<file path="config.mk">
export PLATFORM = sky130hd
export DESIGN_NAME = main_fsm
export DESIGN_NICKNAME = d
export VERILOG_FILES = /design/src/rtl/main_fsm.sv
export SDC_FILE = /design/constraint.sdc
export NUM_CORES = 1
export LEC_CHECK = 0
export ABC_AREA = 1
export ABC_CLOCK_PERIOD_IN_PS = 1100
export BUFFER_PORTS_ARGS = -buffer_cell sky130_fd_sc_hd__clkbuf_2
export CAP_MARGIN = 20
export CORE_AREA = 2 2 39 41
export DETAILED_ROUTE_END_ITERATION = 8
export DIE_AREA = 0 0 41 43
export PLACE_DENSITY = 0.68
export SLEW_MARGIN = 10
export SYNTH_ARGS = -nofsm -noshare
export SYNTH_HDL_FRONTEND = slang
export SYNTH_SLANG_ARGS = --single-unit
export TNS_END_PERCENT = 10
</file>
<file path="constraint.sdc">
create_clock -name clk -period 1.1 [get_ports clk]
set_input_delay 0 -clock clk [delete_from_list [all_inputs] [get_ports clk]]
set_output_delay 0 -clock clk [all_outputs]
set_load 0.01 [all_outputs]
</file>
<file path="src/rtl/main_fsm.sv">
// main_fsm -- multicycle processor control FSM.
//
// Walks each instruction through fetch, decode and the execute states for
// its class. It drives the datapath enables and mux selects, and raises
// instr_done when the instruction retires.
//
// Ports:
//   clk, reset_n        rising-edge clock, async active-low reset
//   op[1:0]             instr[27:26]: 00 DP, 01 memory, 10 branch, 11 undefined
//   funct[5:0]          instr[25:20]: [5] immediate operand, [0] load(1)/store(0)
//   mem_ready           memory access completes this cycle
//   ir_write, next_pc   instruction-register load and PC advance (fetch)
//   reg_w, mem_w        register file / memory write enables
//   branch, alu_op      branch taken, ALU performs the decoded op (else add)
//   adr_src             memory address from ALU result (else PC)
//   alu_src_a/b         ALU operand selects
//   result_src          result bus select
//   instr_done          one-cycle retire pulse
//   state[3:0]          current state, exposed for debug
module main_fsm (
  input  logic       clk,
  input  logic       reset_n,
  input  logic [1:0] op,
  input  logic [5:0] funct,
  input  logic       mem_ready,
  output logic       ir_write,
  output logic       next_pc,
  output logic       reg_w,
  output logic       mem_w,
  output logic       branch,
  output logic       alu_op,
  output logic       adr_src,
  output logic [1:0] alu_src_a,
  output logic [1:0] alu_src_b,
  output logic [1:0] result_src,
  output logic       instr_done,
  output logic [3:0] state
);

  typedef enum logic [3:0] {
    S_FETCH    = 4'd0,
    S_DECODE   = 4'd1,
    S_MEMADR   = 4'd2,
    S_MEMREAD  = 4'd3,
    S_MEMWB    = 4'd4,
    S_MEMWRITE = 4'd5,
    S_EXECR    = 4'd6,
    S_EXECI    = 4'd7,
    S_ALUWB    = 4'd8,
    S_BRANCH   = 4'd9
  } state_t;

  state_t state_q, state_d;

  always_ff @(posedge clk or negedge reset_n) begin
    if (!reset_n) state_q <= S_FETCH;
    else          state_q <= state_d;
  end

  assign state = state_q;

  // Outputs are Moore on state. The exceptions are the fetch strobes and
  // the store retire pulse, which follow mem_ready combinationally, and the
  // undefined-op retire, which follows op in DECODE.
  always_comb begin
    state_d    = S_FETCH;
    ir_write   = 1'b0;
    next_pc    = 1'b0;
    reg_w      = 1'b0;
    mem_w      = 1'b0;
    branch     = 1'b0;
    alu_op     = 1'b0;
    adr_src    = 1'b0;
    alu_src_a  = 2'b00;
    alu_src_b  = 2'b00;
    result_src = 2'b00;
    instr_done = 1'b0;
    case (state_q)
      S_FETCH: begin
        alu_src_a  = 2'b01;
        alu_src_b  = 2'b10;
        result_src = 2'b10;
        ir_write   = mem_ready;
        next_pc    = mem_ready;
        state_d    = mem_ready ? S_DECODE : S_FETCH;
      end
      S_DECODE: begin
        alu_src_a  = 2'b01;
        alu_src_b  = 2'b10;
        result_src = 2'b10;
        case (op)
          2'b00:   state_d = funct[5] ? S_EXECI : S_EXECR;
          2'b01:   state_d = S_MEMADR;
          2'b10:   state_d = S_BRANCH;
          default: begin
            // Undefined op retires as a no-op straight from decode.
            state_d    = S_FETCH;
            instr_done = 1'b1;
          end
        endcase
      end
      S_MEMADR: begin
        alu_src_b = 2'b01;
        state_d   = funct[0] ? S_MEMREAD : S_MEMWRITE;
      end
      S_MEMREAD: begin
        adr_src = 1'b1;
        state_d = mem_ready ? S_MEMWB : S_MEMREAD;
      end
      S_MEMWB: begin
        result_src = 2'b01;
        reg_w      = 1'b1;
        instr_done = 1'b1;
        state_d    = S_FETCH;
      end
      S_MEMWRITE: begin
        // mem_w stays high for the whole stall; retire when memory accepts.
        adr_src    = 1'b1;
        mem_w      = 1'b1;
        instr_done = mem_ready;
        state_d    = mem_ready ? S_FETCH : S_MEMWRITE;
      end
      S_EXECR: begin
        alu_op  = 1'b1;
        state_d = S_ALUWB;
      end
      S_EXECI: begin
        alu_src_b = 2'b01;
        alu_op    = 1'b1;
        state_d   = S_ALUWB;
      end
      S_ALUWB: begin
        reg_w      = 1'b1;
        instr_done = 1'b1;
        state_d    = S_FETCH;
      end
      S_BRANCH: begin
        alu_src_a  = 2'b10;
        alu_src_b  = 2'b01;
        result_src = 2'b10;
        branch     = 1'b1;
        instr_done = 1'b1;
        state_d    = S_FETCH;
      end
      default: state_d = S_FETCH;  // unused encodings recover to fetch
    endcase
  end

endmodule

</file>
# Word level (Yosys, flattened, before mapping)
# Index checks and enable logic that the tools add are counted.
# op_classes
n_reduce_logical	10
eq_ne	11
mux	18
# ops
op	count
case mux 4 bit (6 select lines)	1
equality test 4 x 3 -> 1 bit (second input constant)	4
case mux 2 bit (2 select lines)	3
case mux 4 bit (3 select lines)	1
OR reduction 3 bit	4
2-to-1 mux 1 bit	9
2-to-1 mux 3 bit	3
equality test 4 x 2 -> 1 bit (second input constant)	2
equality test 4 bit (second input constant)	2
OR reduction 2 bit	4
equality test 4 x 1 -> 1 bit (second input constant)	1
zero test 4 bit	1
case mux 1 bit (3 select lines)	1
equality test 2 x 1 -> 1 bit (second input constant)	1
equality test 2 bit (second input constant)	1
zero test 2 bit	1
# word_totals
regBits	4
inputBits	11
output_inout_bits	18

# Longest topological paths before layout
# depth
ltp_word	4
depth_mapped	6
mapped_depth_nobuf	6

# Worst setup path after synthesis
# Ideal clock, no wire load.
# synth_path
path_kind	flip-flop to flip-flop
startpoint	register state_q[3] (netlist: state[3])
endpoint	register state_q[0] (netlist: state[0])
path_slack_ns	-0.094
path_stages_with_launch	6
arrival_time_ns	1.129
required_ns	1.035
setup_time_ns	0.065
path_cell_list	dfrtp_1 > nor2_4 > nand2_1 > nor2_1 > nor2_1 > nand2_1
# synth_via
elab_chain_cells	3
# synth_rtl
item	line	text
start: declaration	53	state_t state_q, state_d;
start signal: assignment	57	else state_q <= state_d;
equality test 4 x 3 -> 1 bit	78	case (state_q)
OR reduction 2 bit (no line)	--	
case mux 4 bit (6 select lines) (*)	78	
via state_d[0]	53	
# The timed path passes the listed nets; every way through them passes the cells marked *.

# Worst setup path after layout
# layout_path
startpoint	register state_q[1] (netlist: state[1])
endpoint	output port instr_done
# layout_via
elab_chain_cells	3
# layout_rtl
item	line	text
equality test 4 bit or equality test 4 x 3 -> 1 bit (tied branches)	78	
OR reduction 3 bit (no line)	--	
case mux 1 bit (3 select lines) (*)	78	
end: declaration	36	output logic instr_done,
# Every way passes the cells marked *; elsewhere a longest branch is shown, timed or not.

==> run metrics <==
outcome=complete, but fails checks; violated checks=setup timing; Tot GR Track Use=15.1%; Clock Power Share=about a tenth; setup violators final=18; Sink Count=4; 1st-iter DRT viols=13; Root Buffer=clkbuf_4; CTS buffer count=3; via/cell ratio=4.50; max reg flops=4; drt first pass iters=4; layout cell share with drive strength beyond 1=54.3%; vias in the first global route=about 450; Worst slew margin=between 80% and 90%; Post-Syn Area per Cell=just under 6 sq um; sequential share of power=between 10% and 20%; max incr delay on CP=0.45 ns; # nets final=roughly 120; Crit Path Category=reg -> out; FP Rows=14; CP Capture Type=primary output; YS warnings=0; Gate Count Post-Synth=67; Sw Ratio=48.0%; I/O pin count=29; post-synthesis cell type count=15; post-layout minimum cycle time=1.24 ns; initial antenna violation count=0; worst-margin pin slew=~0.21 ns; Pwr Density=2480 nW/um^2; Final period util=112%; Post-Syn Nets=78; CP max stage cell=dfrtp_2; # DRC=0; Top cell by count, worst path=nand2_1; Clock Latency Late Sink=~0.22 ns; top cell type's share of synthesized area=approximately 26%; Critical Path Source Type=flop; Final Hold Fails=0; pre-CTS WS=-0.00478 ns; Pwr Total=1.67 mW; H-tree Lvls=1; TritonCTS clock tree=built; sequential share of the synthesized area=25.6%; diode count=0; FF+latch area=104 sq um; Leakage=0.401 nW; drt wl/cell=9.76 microns; Critical Path RT=1.10 ns; Routed Antenna Nets=0; Critical Path, Cell by Cell=inv_2, nand2_1, nor2_4, nand2_1, nand4_1, clkbuf_2; largest net degree at the start of global routing=8; flops & latches, synth=4; Synth Cell Area=392 sq um; Reg clk slew, reported paths=roughly 0.040 ns; Psw=about 0.8 mW; maximum vdd ir drop=974 uV; Layout area overhead=72.5%; worst min-delay path class=in -> reg; Synth area leader=dfrtp_1; fin worst setup slack=-0.135 ns; total gr overflow=0; routability cong.=between 0.8 and 0.9; final WL=about 1200 microns; ranking of synthesized cells by area=dfrtp_1, nand2_1, nor2_1, nand3_1, inv_1; core area=1380 sq um; Initial Util=28.3%; Die H=43 microns; logic gate share of total power=a little under three quarters; clk buf depth=2; Crit Path Max Fanout=5; DP HPWL=868 microns; Worst Skew=0.00116 ns; Peak Freq=a little over 800 MHz; Die X=41 microns; port bufs=24; RSZ-0062 raised after global routing=true; footprint of the multi-input gates=~260 sq um; critical path arrival=1.24 ns; die footprint=between 1500 and 2000 sq um; number of max-cap violations=0; Internal=0.871 mW; Layout fillers=142; Vias=545; first-pass GRT wire length=~1800 microns; max-slew violations=0
## critical path: cells and delay by family, from the launching register on
family                 cells  cell delay (ns)
buffers and inverters      2             0.24
and+or+nand+nor            4             0.33
DFF                        1             0.45
## metal layers
| layer | GRT usage [%] | wire length [microns] | up-vias |
|---|---|---|---|
| met5 | 0 | 0 | - |
| met4 | 6.67 | 27 | 0 |
| met2 | 24.4 | 596 | 29 |
| li1 | - | - | 285 |
| met1 | 16.8 | 446 | 229 |
| met3 | 5.24 | 110 | 2 |
## final cells by class
type / instances / area share, %
Multi-Input combinational cell: 48 / 38.1
Timing Repair Buffer: 37 / 33.0
Sequential cell: 4 / 15.4
Inverter: 13 / 7.22
Clock buffer: 3 / 3.33
Tap cell: 16 / 2.96
## through the flow
stage | hold slack [ns] | cells | setup TNS [ns] | util, % | cell area, sq um
final | 0.0444 | 121 | -1.56 | 48.8 | 676
after global placement | -0.194 | 111 | 0 | 41.1 | 569
after CTS | 0.0425 | 120 | -1.45 | 47.8 | 662
after detailed placement | -0.191 | 111 | -0.00478 | 41.1 | 569
after global routing | 0.0706 | 121 | -3.04 | 48.8 | 676
after floorplan | -0.296 | 67 | -0.00147 | - | 399
## cells by family after synthesis
| family | synth area share (%) |
|---|---|
| and+or+nand+nor | 50.8 |
| DFF | 25.6 |
| buffers and inverters | 16.3 |
| AOI/OAI and AO/OA | 7.35 |
## placed cells by master (no fill, tap or decap)
cell           instances
buf_2                  7
buf_4                 13
clkbuf_2              16
clkbuf_4               3
dfrtp_1                1
dfrtp_2                3
dlygate4sd3_1          1
inv_1                  9
inv_2                  4
nand2_1               12
nand2_2                4
nand3_1                7
nand3_2                1
nand4_1                2
nor2_1                10
nor2_2                 2
nor2_4                 4
o211ai_1               1
o21ai_0                1
o21ai_1                2
o22ai_1                1
or2_1                  1
## worst paths after layout
path | start | endpoint | slack [ns] | cells after the start
setup / recovery | state[1]$_DFF_PN0_ | instr_done | -0.14 | 6
hold / removal | funct[0] | state[1]$_DFF_PN0_ | 0.04 | 3
setup reg to reg | state[2]$_DFF_PN0_ | state[1]$_DFF_PN0_ | -0.12 | 5
hold reg to reg | state[0]$_DFF_PN0_ | state[1]$_DFF_PN0_ | 0.67 | 3
max in group asynchronous | reset_n | state[0]$_DFF_PN0_ | 0.81 | 2
min in group asynchronous | reset_n | state[2]$_DFF_PN0_ | 0.15 | 2
## synthesized netlist by cell type
master and n:
nand2_1 15, nor2_1 13, inv_1 10, nand3_1 8, dfrtp_1 4, inv_2 3
o21ai_0 3, buf_4 2, nand4_1 2, nor2_4 2, nand2_2 1, nor2_2 1
o211ai_1 1, o22ai_1 1, or2_1 1
## repair_timing
item	in CTS	in global routing
endpoints found under the hold margin	4	0
pin swaps	3	2
gates resized for setup	9	12
setup buffers	5	1
setup endpoints to repair	16	18
hold buffers	1	0
## power groups by stage
| stage | Sequential, mW | Clock (mW) | Combinational (mW) |
|---|---|---|---|
| global placement | 0.291 | 0 | 1.01 |
| floorplan | 0.309 | 0 | 0.583 |
| global route | 0.310 | 0.195 | 1.33 |
| CTS | 0.300 | 0.177 | 1.17 |
| finish | 0.299 | 0.172 | 1.20 |
| detailed placement | 0.295 | 0 | 1.02 |
No activity file was read; power rests on OpenSTA's default activity.
